**src/rtl/btb_predictor_if.sv**
```systemverilog
// Bus between fetch/ID-stage logic and the branch target buffer.
// master: fetch + branch-resolution side; drives lookup PC, update and flush.
// slave : the BTB; returns hit/prediction and the registered occupancy.
interface btb_predictor_if #(
    parameter int unsigned ENTRIES = 8,
    parameter int unsigned ADDR_W  = 32
);
    localparam int unsigned OCC_W = $clog2(ENTRIES + 1);

    logic [ADDR_W-1:0] lookup_pc;
    logic              hit;
    logic              pred_taken;
    logic [ADDR_W-1:0] pred_next_pc;
    logic              upd_valid;
    logic [ADDR_W-1:0] upd_pc;
    logic              upd_taken;
    logic [ADDR_W-1:0] upd_target;
    logic              flush;
    logic [OCC_W-1:0]  occupancy;

    modport master (
        output lookup_pc, upd_valid, upd_pc, upd_taken, upd_target, flush,
        input  hit, pred_taken, pred_next_pc, occupancy
    );

    modport slave (
        input  lookup_pc, upd_valid, upd_pc, upd_taken, upd_target, flush,
        output hit, pred_taken, pred_next_pc, occupancy
    );
endinterface

```
**src/rtl/btb_predictor.sv**
```systemverilog
// Fully associative branch target buffer with saturating direction counters.
// Ports: clk, reset (async, active-low), bus (btb_predictor_if.slave):
//   lookup_pc -> hit / pred_taken / pred_next_pc (combinational),
//   upd_valid/upd_pc/upd_taken/upd_target (one resolved branch per cycle),
//   flush (synchronous invalidate-all), occupancy (registered valid count).
module btb_predictor #(
    parameter int unsigned ENTRIES = 8,
    parameter int unsigned ADDR_W  = 32,
    parameter int unsigned CTR_W   = 2
) (
    input  logic             clk,
    input  logic             reset,
    btb_predictor_if.slave   bus
);
    localparam int unsigned TAG_W = ADDR_W - 2;
    localparam int unsigned PTR_W = $clog2(ENTRIES);
    localparam int unsigned OCC_W = $clog2(ENTRIES + 1);
    localparam logic [CTR_W-1:0] CTR_MAX  = {CTR_W{1'b1}};
    localparam logic [CTR_W-1:0] CTR_WEAK = CTR_W'(1 << (CTR_W - 1));

    logic [ENTRIES-1:0] validQ;
    logic [TAG_W-1:0]   tagQ    [ENTRIES];
    logic [ADDR_W-1:0]  targetQ [ENTRIES];
    logic [CTR_W-1:0]   ctrQ    [ENTRIES];
    logic [PTR_W-1:0]   rrPtr;
    logic [OCC_W-1:0]   occQ;

    logic [TAG_W-1:0]   lookTag, updTag;
    logic               lookHit;
    logic [ADDR_W-1:0]  lookTarget;
    logic [CTR_W-1:0]   lookCtr;
    logic               updHit;
    logic [PTR_W-1:0]   updIdx;
    logic               hasFree;
    logic [PTR_W-1:0]   freeIdx;
    logic [PTR_W-1:0]   victimIdx;

    // Low PC bits never take part in tag compares on the update side.
    logic unusedUpdLow;
    assign unusedUpdLow = ^bus.upd_pc[1:0];

    assign lookTag = bus.lookup_pc[ADDR_W-1:2];
    assign updTag  = bus.upd_pc[ADDR_W-1:2];

    // Lookup: at most one entry matches, so OR-merging the matching payloads is exact.
    always_comb begin
        lookHit    = 1'b0;
        lookTarget = '0;
        lookCtr    = '0;
        for (int i = 0; i < ENTRIES; i++) begin
            if (validQ[i] && tagQ[i] == lookTag) begin
                lookHit    = 1'b1;
                lookTarget = lookTarget | targetQ[i];
                lookCtr    = lookCtr | ctrQ[i];
            end
        end
    end

    assign bus.hit          = lookHit;
    assign bus.pred_taken   = lookHit & lookCtr[CTR_W-1];
    assign bus.pred_next_pc = bus.pred_taken ? lookTarget : bus.lookup_pc + ADDR_W'(4);
    assign bus.occupancy    = occQ;

    // Update-side match and victim selection (lowest invalid entry, else round-robin).
    always_comb begin
        updHit  = 1'b0;
        updIdx  = '0;
        hasFree = 1'b0;
        freeIdx = '0;
        for (int i = 0; i < ENTRIES; i++) begin
            if (validQ[i] && tagQ[i] == updTag) begin
                updHit = 1'b1;
                updIdx = PTR_W'(i);
            end
        end
        for (int i = ENTRIES - 1; i >= 0; i--) begin
            if (!validQ[i]) begin
                hasFree = 1'b1;
                freeIdx = PTR_W'(i);
            end
        end
        victimIdx = hasFree ? freeIdx : rrPtr;
    end

    // State update; flush wins over a same-cycle update.
    always_ff @(posedge clk or negedge reset) begin
        if (!reset) begin
            validQ <= '0;
            rrPtr  <= '0;
            occQ   <= '0;
            for (int i = 0; i < ENTRIES; i++) begin
                tagQ[i]    <= '0;
                targetQ[i] <= '0;
                ctrQ[i]    <= '0;
            end
        end else if (bus.flush) begin
            validQ <= '0;
            rrPtr  <= '0;
            occQ   <= '0;
        end else if (bus.upd_valid) begin
            if (updHit) begin
                if (bus.upd_taken) begin
                    targetQ[updIdx] <= bus.upd_target;
                    if (ctrQ[updIdx] != CTR_MAX) ctrQ[updIdx] <= ctrQ[updIdx] + CTR_W'(1);
                end else if (ctrQ[updIdx] != '0) begin
                    ctrQ[updIdx] <= ctrQ[updIdx] - CTR_W'(1);
                end
            end else if (bus.upd_taken) begin
                validQ[victimIdx]  <= 1'b1;
                tagQ[victimIdx]    <= updTag;
                targetQ[victimIdx] <= bus.upd_target;
                ctrQ[victimIdx]    <= CTR_WEAK;
                if (hasFree) occQ  <= occQ + OCC_W'(1);
                else         rrPtr <= rrPtr + PTR_W'(1);
            end
        end
    end
endmodule

```
**src/flat_wrapper.sv**
```systemverilog
// flat-port wrapper written by rule: the top's interface ports become plain ports
module btb_predictor_flat 
#(
    parameter int unsigned ENTRIES = 8,
    parameter int unsigned ADDR_W  = 32,
    parameter int unsigned CTR_W   = 2
)
  (clk, reset, bus_lookup_pc, bus_upd_valid, bus_upd_pc, bus_upd_taken, bus_upd_target, bus_flush, bus_hit, bus_pred_taken, bus_pred_next_pc, bus_occupancy);
  btb_predictor_if #(.ENTRIES(ENTRIES), .ADDR_W(ADDR_W)) bus_i ();
  input  logic clk;
  input  logic reset;
  input wire logic [$bits(bus_i.lookup_pc)-1:0] bus_lookup_pc;
  input wire logic [$bits(bus_i.upd_valid)-1:0] bus_upd_valid;
  input wire logic [$bits(bus_i.upd_pc)-1:0] bus_upd_pc;
  input wire logic [$bits(bus_i.upd_taken)-1:0] bus_upd_taken;
  input wire logic [$bits(bus_i.upd_target)-1:0] bus_upd_target;
  input wire logic [$bits(bus_i.flush)-1:0] bus_flush;
  output wire logic [$bits(bus_i.hit)-1:0] bus_hit;
  output wire logic [$bits(bus_i.pred_taken)-1:0] bus_pred_taken;
  output wire logic [$bits(bus_i.pred_next_pc)-1:0] bus_pred_next_pc;
  output wire logic [$bits(bus_i.occupancy)-1:0] bus_occupancy;
  assign bus_i.lookup_pc = bus_lookup_pc;
  assign bus_i.upd_valid = bus_upd_valid;
  assign bus_i.upd_pc = bus_upd_pc;
  assign bus_i.upd_taken = bus_upd_taken;
  assign bus_i.upd_target = bus_upd_target;
  assign bus_i.flush = bus_flush;
  assign bus_hit = bus_i.hit;
  assign bus_pred_taken = bus_i.pred_taken;
  assign bus_pred_next_pc = bus_i.pred_next_pc;
  assign bus_occupancy = bus_i.occupancy;
  btb_predictor #(.ENTRIES(ENTRIES), .ADDR_W(ADDR_W), .CTR_W(CTR_W)) u_core (.clk(clk), .reset(reset), .bus(bus_i));
endmodule
```
**config.mk**
```make
export PLATFORM = sky130hd
export DESIGN_NAME = btb_predictor_flat
export DESIGN_NICKNAME = d
export VERILOG_FILES = /design/src/rtl/btb_predictor_if.sv /design/src/rtl/btb_predictor.sv /design/src/flat_wrapper.sv
export SDC_FILE = /design/constraint.sdc
export NUM_CORES = 2
export LEC_CHECK = 0
export ABC_CLOCK_PERIOD_IN_PS = 3850
export BUFFER_PORTS_ARGS = -buffer_cell sky130_fd_sc_hd__buf_4
export CAP_MARGIN = 0
export CORE_MARGIN = 3
export CORE_UTILIZATION = 58
export CTS_BUF_LIST = sky130_fd_sc_hd__clkbuf_4
export CTS_CLUSTER_SIZE = 16
export DETAILED_ROUTE_END_ITERATION = 10
export PLACE_DENSITY_LB_ADDON = 0.2
export SETUP_SLACK_MARGIN = 0.1
export SLEW_MARGIN = 20
export SYNTH_ARGS = -nofsm -noshare
export SYNTH_HDL_FRONTEND = slang
export SYNTH_SLANG_ARGS = --single-unit
```
**constraint.sdc**
```tcl
create_clock -name clk -period 3.85 [get_ports clk]
set_input_delay 0 -clock clk [delete_from_list [all_inputs] [get_ports clk]]
set_output_delay 0 -clock clk [all_outputs]
set_load 0.03 [all_outputs]
```
==> impl_metrics.env <==
export IMPL_status="finished, violations left"
export IMPL_violations="negative setup slack"
export IMPL_muxShareOfSynthArea=0.211
export IMPL_ys_ff_latch=527
export IMPL_max_freq_mhz=256
export IMPL_cp_max_fo=8
export IMPL_slew_headroom=0.362
export IMPL_finClkSkew_ps=63.8
export IMPL_regArea_mm2=0.0132
export IMPL_cts_sinks=527
export IMPL_drt_met1_wl_mm=41.3
export IMPL_start_kind="flop"
export IMPL_grt_max_degree=111
export IMPL_fp_row_count=81
export IMPL_post_drt_wl_per_cell_um=30.2
export IMPL_synthAdderAreaFrac=0.00215
export IMPL_wl_met3_mm=12.7
export IMPL_fin_cells=3650
export IMPL_netlist_area_mm2=0.0291
export IMPL_cts_tree="done"
export IMPL_pwr_density_cell_mw_per_mm2=381
export IMPL_clk_pin_slew_worst_paths_ps=60
export IMPL_grt_pass1_vias=24600
export IMPL_avgSynthCellArea_um2=11.9
export IMPL_multi_input_area_mm2=0.0155
export IMPL_fp_dieH_um=230
export IMPL_maxCapViolCount=0
export IMPL_final_nets=2989
export IMPL_fin_crit_sh=1.01
export IMPL_cts_buffers=144
export IMPL_core_mm2=0.0493
export IMPL_hpwl_mm=66.1
export IMPL_totalWireLength_mm=110
export IMPL_setup_violations=30
export IMPL_synth_cell_types=62
export IMPL_yosysSeqAreaShare=0.454
export IMPL_synth_edf_count=0
export IMPL_drive_gt1_frac=0.393
export IMPL_top_layer_used="met5"
export IMPL_die_x_um=230
export IMPL_post_place_ws_ps=-368
export IMPL_via_per_inst=6.53
export IMPL_design_area_mm2=0.0361
export IMPL_clock_path_buffers=3
export IMPL_tightest_slew_ps=949
export IMPL_critical_path_arrival_ps=3900
export IMPL_drt_antenna_violating_nets=0
export IMPL_place_area_mm2=0.0317
export IMPL_synth_top_family_by_area="multiplexers"
export IMPL_initial_core_util=0.590
export IMPL_worst_ep_required_time_ps=3850
export IMPL_yosysWarnings=0
export IMPL_min_path_type="input pin to flop"
export IMPL_grt_pass1_wl_mm=161
export IMPL_slew_violations=0
export IMPL_vias=23900
export IMPL_first_pass_iters=6
export IMPL_placed_cells=3228
export IMPL_drt_iter0_markers=2734
export IMPL_synth_simple_area_share=0.0899
export IMPL_met2_length_mm=48.3
export IMPL_clk_latency_ps=1060
export IMPL_h_tree_depth=4
export IMPL_critical_path_class="flop to primary output"
export IMPL_fin_ws_ps=-51.9
export IMPL_peakVddDrop_uv=321
export IMPL_rsz0062_at_grt="yes"
export IMPL_critPathCaptureType="primary output"
export IMPL_fillers=3489
export IMPL_hold_viol=0
export IMPL_synthesis_nets=2544
export IMPL_p_total_uw=13700
export IMPL_portBuffers=136
export IMPL_grtUsageTotal=0.416
export IMPL_synthCells=2438
export IMPL_synth_flop_cell="dfrtp_1"
export IMPL_async_flop_share=1.00
export IMPL_syn_to_final_growth_pct=24.2
export IMPL_clockRootBuffer="clkbuf_4"
export IMPL_gp_congestion=0.978
export IMPL_die_area_mm2=0.0528
export IMPL_cellLeakagePower_uw=0.0169
export IMPL_overflow=0
export IMPL_antenna_found_initial=8
export IMPL_synth_xor_area_frac=0.153
export IMPL_pin_count=139
export IMPL_route_detailed_drc=0
export IMPL_synth_compound_area_frac=0.0537
export IMPL_period_minus_slack_ps=3900
==> routing by layer <==
metal	vias up	GRT usage
met1	12000	0.533
met5	-	0
met4	4	0.274
met2	1619	0.618
li1	9765	-
met3	442	0.117
==> what timing repair did <==
| item | in CTS | in global routing |
|---|---|---|
| resized for setup | 104 | 57 |
| hold buffers | 140 | 0 |
| cloned | 8 | 0 |
| buffers inserted | 20 | 6 |
| pin swaps | 31 | 52 |
| endpoints found under the hold margin | 1054 | 0 |
| setup endpoints to repair | 48 | 394 |
==> final timing paths <==
check                                                from                        endpoint  slack, ps  cells past startpoint
min reg2reg                u_core.targetQ[53]$_DFFE_PN0P_  u_core.targetQ[53]$_DFFE_PN0P_        510                      1
min                                         bus_upd_pc[2]     u_core.tagQ[60]$_DFFE_PN0P_         90                      4
max in group asynchronous                           reset    u_core.tagQ[195]$_DFFE_PN0P_       3010                      4
max reg2reg                  u_core.tagQ[125]$_DFFE_PN0P_      u_core.ctrQ[4]$_DFFE_PN0P_         50                     13
max                           u_core.tagQ[63]$_DFFE_PN0P_             bus_pred_next_pc[7]        -50                     10
min in group asynchronous                           reset     u_core.tagQ[80]$_DFFE_PN0P_        230                      4
==> Yosys cell counts (7+ instances only) <==
cell,instances,share of area
dfrtp_1,527,0.45
mux2_2,479,0.19
xnor2_1,255,0.077
xor2_1,253,0.076
buf_2,107,0.018
nor4_1,97,0.021
nand4_1,82,0.018
nand3_1,76,0.013
a22oi_1,73,0.019
nand2_1,54,0.0070
nor2_1,53,0.0068
a221oi_1,36,0.011
a22o_1,35,0.011
clkbuf_1,31,0.0040
mux2_4,28,0.014
inv_1,24,0.0031
buf_6,21,0.0081
mux2_1,20,0.0077
nor3_1,19,0.0033
buf_1,14,0.0018
o21ai_0,14,0.0024
or4_1,12,0.0031
or3_1,10,0.0022
and3_1,8,0.0017
mux2i_1,8,0.0028
o31ai_1,8,0.0021
a21oi_1,7,0.0012
==> state kept, by name, summed over array words and instances (netlist names) <==
| register | cells |
|---|---|
| u_core.ctrQ | 16 |
| u_core.tagQ | 240 |
| u_core.targetQ | 256 |
| u_core.rrPtr | 3 |
| u_core.validQ | 8 |
| u_core.bus.occupancy | 4 |
==> kinds of logic after synthesis <==
kind of cell / after synthesis
AO/OA/AOI/OAI: 201
XOR/XNOR: 508
adder cells (fa/ha/maj): 5
buffers and inverters: 203
flip-flops: 527
multiplexers: 535
AND/OR/NAND/NOR: 459
==> per-stage QoR <==
stage | hold slack, ps | utilization | TNS, ps
final | 92.6 | 0.733 | -621
after global routing | 43.3 | 0.733 | -3970
after CTS | 0.346 | 0.726 | -1940
after detailed placement | 185 | 0.643 | -3930
after global placement | 179 | 0.643 | -3880
after floorplan | -296 | - | 0
==> cells in the final DEF (no fill, tap or decap), types with 8 or more instances in the layout <==
cell / instances
buf_4: 253
dlygate4sd3_1: 135
nor4_2: 18
nand2_1: 50
clkbuf_4: 197
nand4_1: 82
diode_2: 11
nand3_1: 75
a22oi_1: 66
nor3_1: 16
buf_6: 39
nor2_1: 43
xnor2_1: 243
mux2_4: 30
mux2_2: 478
dfrtp_1: 524
a22o_1: 35
nor4_1: 77
buf_12: 30
o21ai_0: 12
or4_1: 10
mux2_1: 20
a221oi_1: 35
inv_1: 24
nor4_4: 8
xor2_1: 250
clkinv_1: 27
xnor2_2: 12
==> final cells by class <==
class                   count  share of cell area
well taps                 664              0.0230
multi-input cells        1712               0.429
clock buffers             197              0.0410
inverters                  24             0.00250
diodes                     11            0.000763
repair buffers            474               0.129
flip-flops and latches    527               0.366
clock inverters            41             0.00849
==> where the power goes <==
| group | switching [uW] | internal [uW] |
|---|---|---|
| clock | 2550 | 2640 |
| combinational | 1230 | 1020 |
| sequential | 368 | 5950 |
| total | 4140 | 9600 |
==> critical path, cell delays in order, from the launching register on <==
cell and delay, ps:
dfrtp_1 400, xnor2_2 240, nand2_1 70, or3b_1 350, or4_4 450, nor4_4 160, buf_6 200, a22oi_2 180
and3_4 300, mux2_4 360, buf_6 150
No activity file was read; power rests on OpenSTA's default activity.
